## config.mk

```make
export PLATFORM = sky130hd
export DESIGN_NAME = call_dispatcher
export DESIGN_NICKNAME = d
export VERILOG_FILES = /design/src/rtl/call_dispatcher.sv
export SDC_FILE = /design/constraint.sdc
export NUM_CORES = 1
export LEC_CHECK = 0
export CAP_MARGIN = 20
export CORE_MARGIN = 5
export CORE_UTILIZATION = 35
export DETAILED_ROUTE_END_ITERATION = 10
export PLACE_DENSITY_LB_ADDON = 0.15
export SLEW_MARGIN = 20
export SYNTH_ARGS = -nofsm -noshare
export SYNTH_HDL_FRONTEND = slang
export SYNTH_SLANG_ARGS = --single-unit
export TNS_END_PERCENT = 10
```

## constraint.sdc

```tcl
create_clock -name clk -period 1.92 [get_ports clk]
set_input_delay 0.384 -clock clk [delete_from_list [all_inputs] [get_ports clk]]
set_output_delay 0.384 -clock clk [all_outputs]
set_load 0.05 [all_outputs]
```

## src/rtl/call_dispatcher.sv

```systemverilog
// call_dispatcher: queues calls in a small FIFO and runs them one at a time
// against one-hot callee channels, returning results or error responses.
module call_dispatcher #(
    parameter int NUM_CH  = 4,
    parameter int DATA_W  = 8,
    parameter int DEPTH   = 4,
    parameter int TIMEOUT = 15
) (
    input  logic                     clk,
    input  logic                     rst_n,
    input  logic                     cmd_valid,
    output logic                     cmd_ready,
    input  logic [3:0]               cmd_ch,
    input  logic [DATA_W-1:0]        cmd_arg,
    input  logic                     cmd_has_out,
    output logic [NUM_CH-1:0]        ch_req,
    output logic [DATA_W-1:0]        ch_arg,
    input  logic [NUM_CH-1:0]        ch_ack,
    input  logic [NUM_CH*DATA_W-1:0] ch_res,
    output logic                     rsp_valid,
    input  logic                     rsp_ready,
    output logic [3:0]               rsp_ch,
    output logic [DATA_W-1:0]        rsp_data,
    output logic                     rsp_err,
    output logic                     busy,
    output logic [15:0]              call_cnt
);
    localparam int AW = $clog2(DEPTH);
    localparam int WW = $clog2(TIMEOUT + 1);
    localparam logic [4:0] NCH = 5'(NUM_CH);

    typedef struct packed {
        logic [3:0]        ch;
        logic [DATA_W-1:0] arg;
        logic              has_out;
    } cmd_t;

    typedef enum logic [1:0] {IDLE, CALL, RESP} state_t;

    cmd_t          mem [DEPTH];
    cmd_t          head;
    logic [AW-1:0] wr_ptr, rd_ptr;
    logic [AW:0]   count;
    logic          rdy_en;
    logic          full, empty, push, pop;
    logic          head_ok, ack_hit;
    logic [DATA_W-1:0] res_sel;

    state_t            state_q, state_d;
    logic [3:0]        cur_ch_q, cur_ch_d;
    logic              has_out_q, has_out_d;
    logic [WW-1:0]     wait_q, wait_d;
    logic [NUM_CH-1:0] ch_req_d;
    logic [DATA_W-1:0] ch_arg_d;
    logic              rsp_valid_d, rsp_err_d;
    logic [3:0]        rsp_ch_d;
    logic [DATA_W-1:0] rsp_data_d;
    logic [15:0]       cnt_d;

    assign full      = count == (AW+1)'(DEPTH);
    assign empty     = count == '0;
    // rdy_en keeps cmd_ready low while in reset and until the first edge after
    assign cmd_ready = rdy_en && !full;
    assign push      = cmd_valid && cmd_ready;
    assign head      = mem[rd_ptr];
    assign head_ok   = {1'b0, head.ch} < NCH;
    assign ack_hit   = |(ch_ack & ch_req);
    assign busy      = !empty || (state_q != IDLE);

    always_ff @(posedge clk or negedge rst_n) begin
        if (!rst_n) begin
            wr_ptr <= '0;
            rd_ptr <= '0;
            count  <= '0;
            rdy_en <= 1'b0;
        end else begin
            rdy_en <= 1'b1;
            if (push) wr_ptr <= wr_ptr + 1'b1;
            if (pop)  rd_ptr <= rd_ptr + 1'b1;
            case ({push, pop})
                2'b10:   count <= count + 1'b1;
                2'b01:   count <= count - 1'b1;
                default: ;
            endcase
        end
    end

    always_ff @(posedge clk) begin
        if (push) mem[wr_ptr] <= {cmd_ch, cmd_arg, cmd_has_out};
    end

    always_comb begin
        res_sel = '0;
        for (int i = 0; i < NUM_CH; i++)
            if (ch_req[i]) res_sel = ch_res[i*DATA_W +: DATA_W];
    end

    always_comb begin
        state_d     = state_q;
        cur_ch_d    = cur_ch_q;
        has_out_d   = has_out_q;
        wait_d      = wait_q;
        ch_req_d    = ch_req;
        ch_arg_d    = ch_arg;
        rsp_valid_d = rsp_valid;
        rsp_ch_d    = rsp_ch;
        rsp_data_d  = rsp_data;
        rsp_err_d   = rsp_err;
        cnt_d       = call_cnt;
        pop         = 1'b0;
        unique case (state_q)
            IDLE: begin
                if (!empty) begin
                    pop       = 1'b1;
                    cur_ch_d  = head.ch;
                    has_out_d = head.has_out;
                    if (head_ok) begin
                        state_d  = CALL;
                        ch_req_d = NUM_CH'(1) << head.ch;
                        ch_arg_d = head.arg;
                        wait_d   = '0;
                    end else begin
                        state_d     = RESP;
                        rsp_valid_d = 1'b1;
                        rsp_ch_d    = head.ch;
                        rsp_data_d  = '0;
                        rsp_err_d   = 1'b1;
                    end
                end
            end
            CALL: begin
                // an ack in the last allowed cycle still completes normally
                if (ack_hit) begin
                    ch_req_d = '0;
                    if (call_cnt != 16'hFFFF) cnt_d = call_cnt + 16'd1;
                    if (has_out_q) begin
                        state_d     = RESP;
                        rsp_valid_d = 1'b1;
                        rsp_ch_d    = cur_ch_q;
                        rsp_data_d  = res_sel;
                        rsp_err_d   = 1'b0;
                    end else begin
                        state_d = IDLE;
                    end
                end else if (wait_q == WW'(TIMEOUT - 1)) begin
                    ch_req_d    = '0;
                    state_d     = RESP;
                    rsp_valid_d = 1'b1;
                    rsp_ch_d    = cur_ch_q;
                    rsp_data_d  = '0;
                    rsp_err_d   = 1'b1;
                end else begin
                    wait_d = wait_q + 1'b1;
                end
            end
            RESP: begin
                if (rsp_ready) begin
                    rsp_valid_d = 1'b0;
                    state_d     = IDLE;
                end
            end
            default: state_d = IDLE;
        endcase
    end

    always_ff @(posedge clk or negedge rst_n) begin
        if (!rst_n) begin
            state_q   <= IDLE;
            cur_ch_q  <= '0;
            has_out_q <= 1'b0;
            wait_q    <= '0;
            ch_req    <= '0;
            ch_arg    <= '0;
            rsp_valid <= 1'b0;
            rsp_ch    <= '0;
            rsp_data  <= '0;
            rsp_err   <= 1'b0;
            call_cnt  <= '0;
        end else begin
            state_q   <= state_d;
            cur_ch_q  <= cur_ch_d;
            has_out_q <= has_out_d;
            wait_q    <= wait_d;
            ch_req    <= ch_req_d;
            ch_arg    <= ch_arg_d;
            rsp_valid <= rsp_valid_d;
            rsp_ch    <= rsp_ch_d;
            rsp_data  <= rsp_data_d;
            rsp_err   <= rsp_err_d;
            call_cnt  <= cnt_d;
        end
    end
endmodule

```

==> results.sh, run 1 <==
export IMPL_portBuffers=96
export IMPL_final_util=0.509
export IMPL_ant_nets=0
export IMPL_clk_latency_ns=0.41
export IMPL_drtIter0Drc=174
export IMPL_critical_path_class="reg2reg"
export IMPL_grt_first_pass_wirelength_um=18400
export IMPL_peakVddDrop_mv=0.874
export IMPL_synth_cell_types=46
export IMPL_violations="negative setup slack"
export IMPL_crit_buf_inv=0
export IMPL_cts_root_buf="clkbuf_16"
export IMPL_crit_family="multiplexers"
export IMPL_finalWirelength_um=11200
export IMPL_pwr_share_seq=0.322
export IMPL_status="finished with violations"
export IMPL_rsz0062_at_grt="yes"
export IMPL_die_h_um=129
export IMPL_tns_ns=-2.05
export IMPL_start_util=0.356
export IMPL_coreArea_um2=13800
export IMPL_worstPathRequired_ns=2.20
export IMPL_final_area_um2=7040
export IMPL_h_tree_depth=4
export IMPL_async_flop_share=0.540
export IMPL_layoutNonFillerInstCount=708
export IMPL_finalWorstSetupSlack_ns=-0.161
export IMPL_yosysWarnings=0
export IMPL_antenna_found_initial=0
export IMPL_gp_congestion=0.874
export IMPL_post_dp_cell_area_um2=6440
export IMPL_cts_made_buffers=17
export IMPL_p_leak_nw=2.89
export IMPL_rows=43
export IMPL_critPathLaunchType="flip-flop"
export IMPL_fin_skew_ns=0.00928
export IMPL_final_max_slew_viol_count=0
export IMPL_p_sw_frac=0.351
export IMPL_fill_cells=1206
export IMPL_synthCells=364
export IMPL_p_switching_mw=3.70
export IMPL_cpPeakStageDelay_ns=0.51
export IMPL_place_hpwl_um=8030
export IMPL_drive_above_1_share=0.295
export IMPL_routedWlPerCell_um=15.8
export IMPL_grt_max_degree=62
export IMPL_synth_area_per_cell_um2=13.5
export IMPL_final_cell_mix="77 x buf_4, 57 x dfrtp_1, 52 x edfxtp_1, 51 x clkdlybuf4s50_1, 44 x nand2_1"
export IMPL_cts_reportedPaths_clkPinSlew_ns=0.05
export IMPL_comb_power_share=0.410
export IMPL_die_w_um=129
export IMPL_dp_slack_ns=-0.334
export IMPL_grt_pass1_vias=3549
export IMPL_io_pins=97
export IMPL_power_internal_mw=6.83
export IMPL_tightestPinTransition_ns=0.520
export IMPL_clockBufferDepth=2
export IMPL_synth_edf_count=52
export IMPL_diodes=0
export IMPL_p_clk_frac=0.268
export IMPL_synth_fp_nets=426
export IMPL_drtPass1Iterations=4
export IMPL_place_inst=674
export IMPL_hp_class="reg2reg"
export IMPL_crit_chain="mux4_2, or2_4, o311a_4, o21ai_4, mux2_4"
export IMPL_synth_seq_area_share=0.628
export IMPL_yosys_register_bits=113
export IMPL_min_period_ns=2.08
export IMPL_worst_setup_path_end_kind="flip-flop"
export IMPL_vias=3437
export IMPL_powerDensity_nw_per_um2=1490
export IMPL_cp_arrival_ns=2.37
export IMPL_drv_cap=0
export IMPL_drcViolationCount=0
export IMPL_final_common_cell="buf_4"
export IMPL_synth_ff_type="dfrtp_1"
export IMPL_setup_viol=23
export IMPL_grt_util_all_layers=0.144
export IMPL_crit_path_top_delay_cell="mux4_2"
export IMPL_finalHoldViolations=0
export IMPL_cts_sinks=113
export IMPL_synth_area_um2=4920
export IMPL_routed_via_density=4.85
export IMPL_area_delta_synth_final_pct=43.2
export IMPL_cts_tree="yes"
export IMPL_fin_nets=577
export IMPL_worstPathMaxFanout=6
export IMPL_max_freq_mhz=480
export IMPL_relSlewSlack=0.652
export IMPL_finalCritPeriodShare=1.08
export IMPL_die_area_um2=16500
export IMPL_overflow=0
[final timing paths]
kind	end	startpoint	slack, ns	cells after the start
min in group asynchronous	call_cnt[15]	rst_n	0.53	3
setup reg to reg	rsp_ch[1]	rd_ptr[0]	-0.16	5
max in group asynchronous	ch_req[3]	rst_n	1.09	3
hold / removal	cur_ch_q[3]	cur_ch_q[3]	0.47	2
setup / recovery	rsp_ch[1]	rd_ptr[0]	-0.16	5
hold reg to reg	cur_ch_q[3]	cur_ch_q[3]	0.47	2
[cells in the mapped netlist, types with 2 or more instances]
library cell | n | area share
dfrtp_1 | 61 | 0.31
edfxtp_1 | 52 | 0.32
nand2_1 | 44 | 0.034
o21ai_0 | 19 | 0.019
a21oi_1 | 16 | 0.016
inv_1 | 13 | 0.0099
xnor2_1 | 12 | 0.021
clkbuf_1 | 11 | 0.0084
mux2_2 | 11 | 0.025
nand3_1 | 10 | 0.010
nor2_1 | 9 | 0.0069
nor2b_1 | 9 | 0.011
nor3_1 | 9 | 0.0092
ha_1 | 8 | 0.020
o2bb2ai_1 | 8 | 0.014
a221oi_1 | 7 | 0.012
nand4_1 | 7 | 0.0089
mux4_1 | 6 | 0.032
and3_1 | 5 | 0.0064
mux4_2 | 5 | 0.023
mux2_4 | 4 | 0.012
xor2_1 | 4 | 0.0071
a22oi_1 | 3 | 0.0046
and4_1 | 3 | 0.0053
mux2i_1 | 3 | 0.0061
a31oi_1 | 2 | 0.0025
a32o_1 | 2 | 0.0041
nand2b_1 | 2 | 0.0025
o31ai_1 | 2 | 0.0031
[stage by stage]
step	power [mW]	hold WS, ns
2_1_floorplan	6.12	0.0884
3_3_place_gp	7.61	0.432
3_5_place_dp	7.72	0.435
4_1_cts	10.6	0.475
5_1_grt	11.2	0.508
6_report	10.5	0.472
[area by class of cell]
type	instances	area, µm²	share of cell area
clock buffer	22	454	0.0645
clock inverter	10	87.6	0.0124
inverter	13	48.8	0.00693
multi-input combinational	224	1790	0.254
sequential	113	3090	0.439
tap	180	225	0.0320
timing repair buffer	146	1350	0.191
[power by group through the flow]
stage	logic (mW)	registers (mW)	clock network, mW
2_1_floorplan	2.07	4.05	0
3_3_place_gp	4.22	3.40	0
3_5_place_dp	4.30	3.41	0
4_1_cts	4.34	3.39	2.90
5_1_grt	4.70	3.45	3.04
6_report	4.32	3.38	2.82
[state kept, by name, summed over array words and instances (netlist names)]
register   cells
cur_ch_q       4
rsp_ch         4
rsp_data       8
count          3
rsp_err        1
ch_req         4
wait_q         4
rsp_valid      1
wr_ptr         2
rdy_en         1
call_cnt      16
has_out_q      1
ch_arg         8
state_q        2
mem           52
rd_ptr         2
[worst reg2reg max path, cell delays in order (launching register included)]
cell,delay (ns)
dfrtp_2,0.39
mux4_2,0.51
or2_4,0.27
o311a_4,0.33
o21ai_4,0.13
mux2_4,0.33
[cells by family after synthesis]
logic type | after synthesis | share of synthesized area
compound gates | 68 | 0.0974
xor+xnor | 16 | 0.0285
fa+ha+maj | 9 | 0.0244
buf+inv | 27 | 0.0247
flops | 113 | 0.628
mux | 29 | 0.0984
other cells | 1 | 0.000762
simple gates | 101 | 0.0982
[layer usage]
metal / GRT usage / part of all wire / vias up
met5: 0 / 0 / -
met3: 0.0486 / 0.067 / 17
met1: 0.175 / 0.43 / 1654
li1: - / - / 1675
met2: 0.236 / 0.48 / 91
met4: 0.0611 / 0.016 / 0
[timing repair]
action	4_1_cts	5_1_grt
endpoints found under the setup margin	37	32
endpoints found under the hold margin	9	0
gates resized for setup	13	7
hold buffers	1	0
buffers inserted	1	0
pin swaps	1	0
Note: power is estimated with default switching activity, not from simulation.
==> inputs of run 2 (changes only) <==
- ABC_AREA: not set -> 1
==> run 2 against run 1 <==
The flow now finishes without violations. Critical path depth shrank 1. Clock power grew 9.2%. Utilization shrank 2.4 points. Cell area grew 4.9%. Worst hold slack lost 0.0080 ns. Wire length grew 16%. Combinational power grew 14%. Count of clock-buffer cells in the layout shrank 3. Clock skew grew 0.0026 ns. Total power grew 8.5%. Synthesized cell count grew 64%. Sequential share of layout area shrank 2.1 points.
==> results.sh, run 2 <==
export IMPL_status="complete, no violations"
export IMPL_routed_via_density=4.70
export IMPL_grt_first_pass_wirelength_um=21300
export IMPL_start_util=0.358
export IMPL_yosysWarnings=0
export IMPL_finalCritPeriodShare=0.955
export IMPL_setup_viol=0
export IMPL_synth_cell_types=34
export IMPL_final_area_um2=7390
export IMPL_coreArea_um2=15200
export IMPL_routedWlPerCell_um=14.0
export IMPL_drive_above_1_share=0.183
export IMPL_pwr_share_seq=0.300
export IMPL_area_delta_synth_final_pct=35.7
export IMPL_p_leak_nw=3.32
export IMPL_h_tree_depth=4
export IMPL_clockBufferDepth=2
export IMPL_drcViolationCount=0
export IMPL_ant_nets=0
export IMPL_dp_slack_ns=-0.0988
export IMPL_drv_cap=0
export IMPL_finalHoldViolations=0
export IMPL_rows=45
export IMPL_p_switching_mw=4.72
export IMPL_tns_ns=0
export IMPL_post_dp_cell_area_um2=6760
export IMPL_critPathLaunchType="flip-flop"
export IMPL_place_hpwl_um=9090
export IMPL_cts_root_buf="clkbuf_16"
export IMPL_fin_nets=785
export IMPL_largestRegisters="mem: 52 flops, call_cnt: 16 flops"
export IMPL_async_flop_share=0.540
export IMPL_drtPass1Iterations=4
export IMPL_grt_max_degree=62
export IMPL_ys_top_cells_by_count="197 x nand2_1, 61 x dfrtp_1, 52 x edfxtp_1"
export IMPL_synth_area_per_cell_um2=9.10
export IMPL_cts_reportedPaths_clkPinSlew_ns=0.05
export IMPL_hp_class="reg2reg"
export IMPL_powerDensity_nw_per_um2=1550
export IMPL_comb_power_share=0.431
export IMPL_synth_ff_type="dfrtp_1"
export IMPL_final_common_cell="nand2_1"
export IMPL_finalWirelength_um=13000
export IMPL_gp_congestion=0.788
export IMPL_portBuffers=96
export IMPL_cts_made_buffers=17
export IMPL_critical_path_class="reg2out"
export IMPL_p_clk_frac=0.270
export IMPL_grt_util_all_layers=0.150
export IMPL_cp_arrival_ns=1.45
export IMPL_vias=4344
export IMPL_largest_register_ffs=52
export IMPL_clk_latency_ns=0.42
export IMPL_drtIter0Drc=249
export IMPL_peakVddDrop_mv=0.845
export IMPL_synthCells=598
export IMPL_synth_top_area_cell="edfxtp_1"
export IMPL_worst_setup_path_end_kind="output port"
export IMPL_min_path_cells=2
export IMPL_cts_sinks=113
export IMPL_regMostFlops="mem"
export IMPL_final_max_slew_viol_count=0
export IMPL_final_cell_mix="196 x nand2_1, 58 x dfrtp_1, 57 x buf_4, 52 x edfxtp_1, 51 x clkdlybuf4s50_1"
export IMPL_reg2regPathDepth=9
export IMPL_io_pins=97
export IMPL_p_sw_frac=0.413
export IMPL_die_h_um=135
export IMPL_worstPathRequired_ns=1.54
export IMPL_fill_cells=1455
export IMPL_yosys_register_bits=113
export IMPL_tightestPinTransition_ns=0.511
export IMPL_relSlewSlack=0.661
export IMPL_overflow=0
export IMPL_synth_edf_count=52
export IMPL_register_area_um2=3090
export IMPL_synth_seq_area_share=0.567
export IMPL_antenna_found_initial=0
export IMPL_finalWorstSetupSlack_ns=0.0861
export IMPL_diodes=0
export IMPL_die_w_um=135
export IMPL_synth_area_um2=5440
export IMPL_yosysMostFrequentCell="nand2_1"
export IMPL_max_freq_mhz=545
export IMPL_worstPathMaxFanout=3
export IMPL_cts_tree="yes"
export IMPL_holdWs_ns=0.464
export IMPL_grt_pass1_vias=4352
export IMPL_fin_skew_ns=0.0119
export IMPL_multi_input_area_um2=2070
export IMPL_min_period_ns=1.83
export IMPL_synth_fp_nets=660
export IMPL_yosys_area_top_type_share=0.287
export IMPL_die_area_um2=18100
export IMPL_power_internal_mw=6.70
export IMPL_synth_area_leaders="edfxtp_1 29%, dfrtp_1 28%, nand2_1 14%"
[run 2: cell count changes in the layout (fill, tap and decap cells not counted), moves of 8 or more]
| cell | previous run | this run |
|---|---|---|
| nand2_1 | 44 | 196 |
| inv_1 | 9 | 45 |
| nor2_1 | 9 | 45 |
| nand3_1 | 10 | 45 |
| buf_4 | 77 | 57 |
| o21ai_0 | 17 | 36 |
| mux2_2 | 11 | 0 |
| nor2b_1 | 9 | 0 |
| o22ai_1 | 0 | 9 |
| o211ai_1 | 0 | 8 |
[run 2: metal layers]
metal / vias to the layer above / wire, µm / global-route usage
met2: 96 / 6410 / 0.243
li1: 2208 / - / -
met3: 8 / 677 / 0.0499
met4: 0 / 104 / 0.0554
met5: - / 0 / 0
met1: 2032 / 5770 / 0.186
[run 2: layout make-up]
| cell class | count | share of cell area |
|---|---|---|
| Inverter | 51 | 0.0263 |
| Sequential cell | 113 | 0.419 |
| Clock buffer | 19 | 0.0628 |
| Tap cell | 188 | 0.0318 |
| Multi-Input combinational cell | 413 | 0.281 |
| Timing Repair Buffer | 127 | 0.163 |
| Clock inverter | 13 | 0.0168 |
[run 2: final timing paths]
check                            startpoint     endpoint  slack, ns
min in group asynchronous             rst_n  rsp_data[6]       0.54
worst max-delay path               count[0]         busy       0.09
max in group asynchronous             rst_n  call_cnt[1]       1.08
worst min register to register  rsp_data[6]  rsp_data[6]       0.46
worst min-delay path            rsp_data[6]  rsp_data[6]       0.46
worst max register to register     count[0]     count[2]       0.12
[run 2: logic make-up after synthesis]
| group | count (synthesis) | synth area share |
|---|---|---|
| flops | 113 | 0.567 |
| compound gates | 67 | 0.0699 |
| buf+inv | 72 | 0.0593 |
| fa+ha+maj | 9 | 0.0221 |
| xor+xnor | 18 | 0.0290 |
| other cells | 1 | 0.000689 |
| simple gates | 318 | 0.252 |
[run 2: through the flow]
stage | utilization | cells | power, mW
2_1_floorplan | - | 598 | 6.75
3_3_place_gp | 0.445 | 888 | 8.28
3_5_place_dp | 0.445 | 888 | 8.37
4_1_cts | 0.484 | 921 | 11.5
5_1_grt | 0.486 | 924 | 12.3
6_report | 0.486 | 924 | 11.4
[run 2: critical path, stage by stage (launching register included)]
cell and delay [ns]:
dfrtp_1 0.42, nor2_4 0.17, buf_4 0.12, nand3_1 0.11, buf_4 0.21
[run 2: what timing repair did]
item | 4_1_cts | 5_1_grt
setup endpoints to repair | 8 | 2
setup buffers | 0 | 3
pin swaps | 0 | 2
gates resized for setup | 8 | 4
hold buffers | 1 | 0
gates cloned | 0 | 0
hold endpoints to repair | 61 | 0
[run 2: power groups by stage]
stage / Sequential, mW / Combinational (mW) / Clock, mW
2_1_floorplan: 4.04 / 2.71 / 0
3_5_place_dp: 3.46 / 4.91 / 0
4_1_cts: 3.42 / 4.92 / 3.16
5_1_grt: 3.48 / 5.51 / 3.29
6_report: 3.42 / 4.92 / 3.08
3_3_place_gp: 3.45 / 4.83 / 0
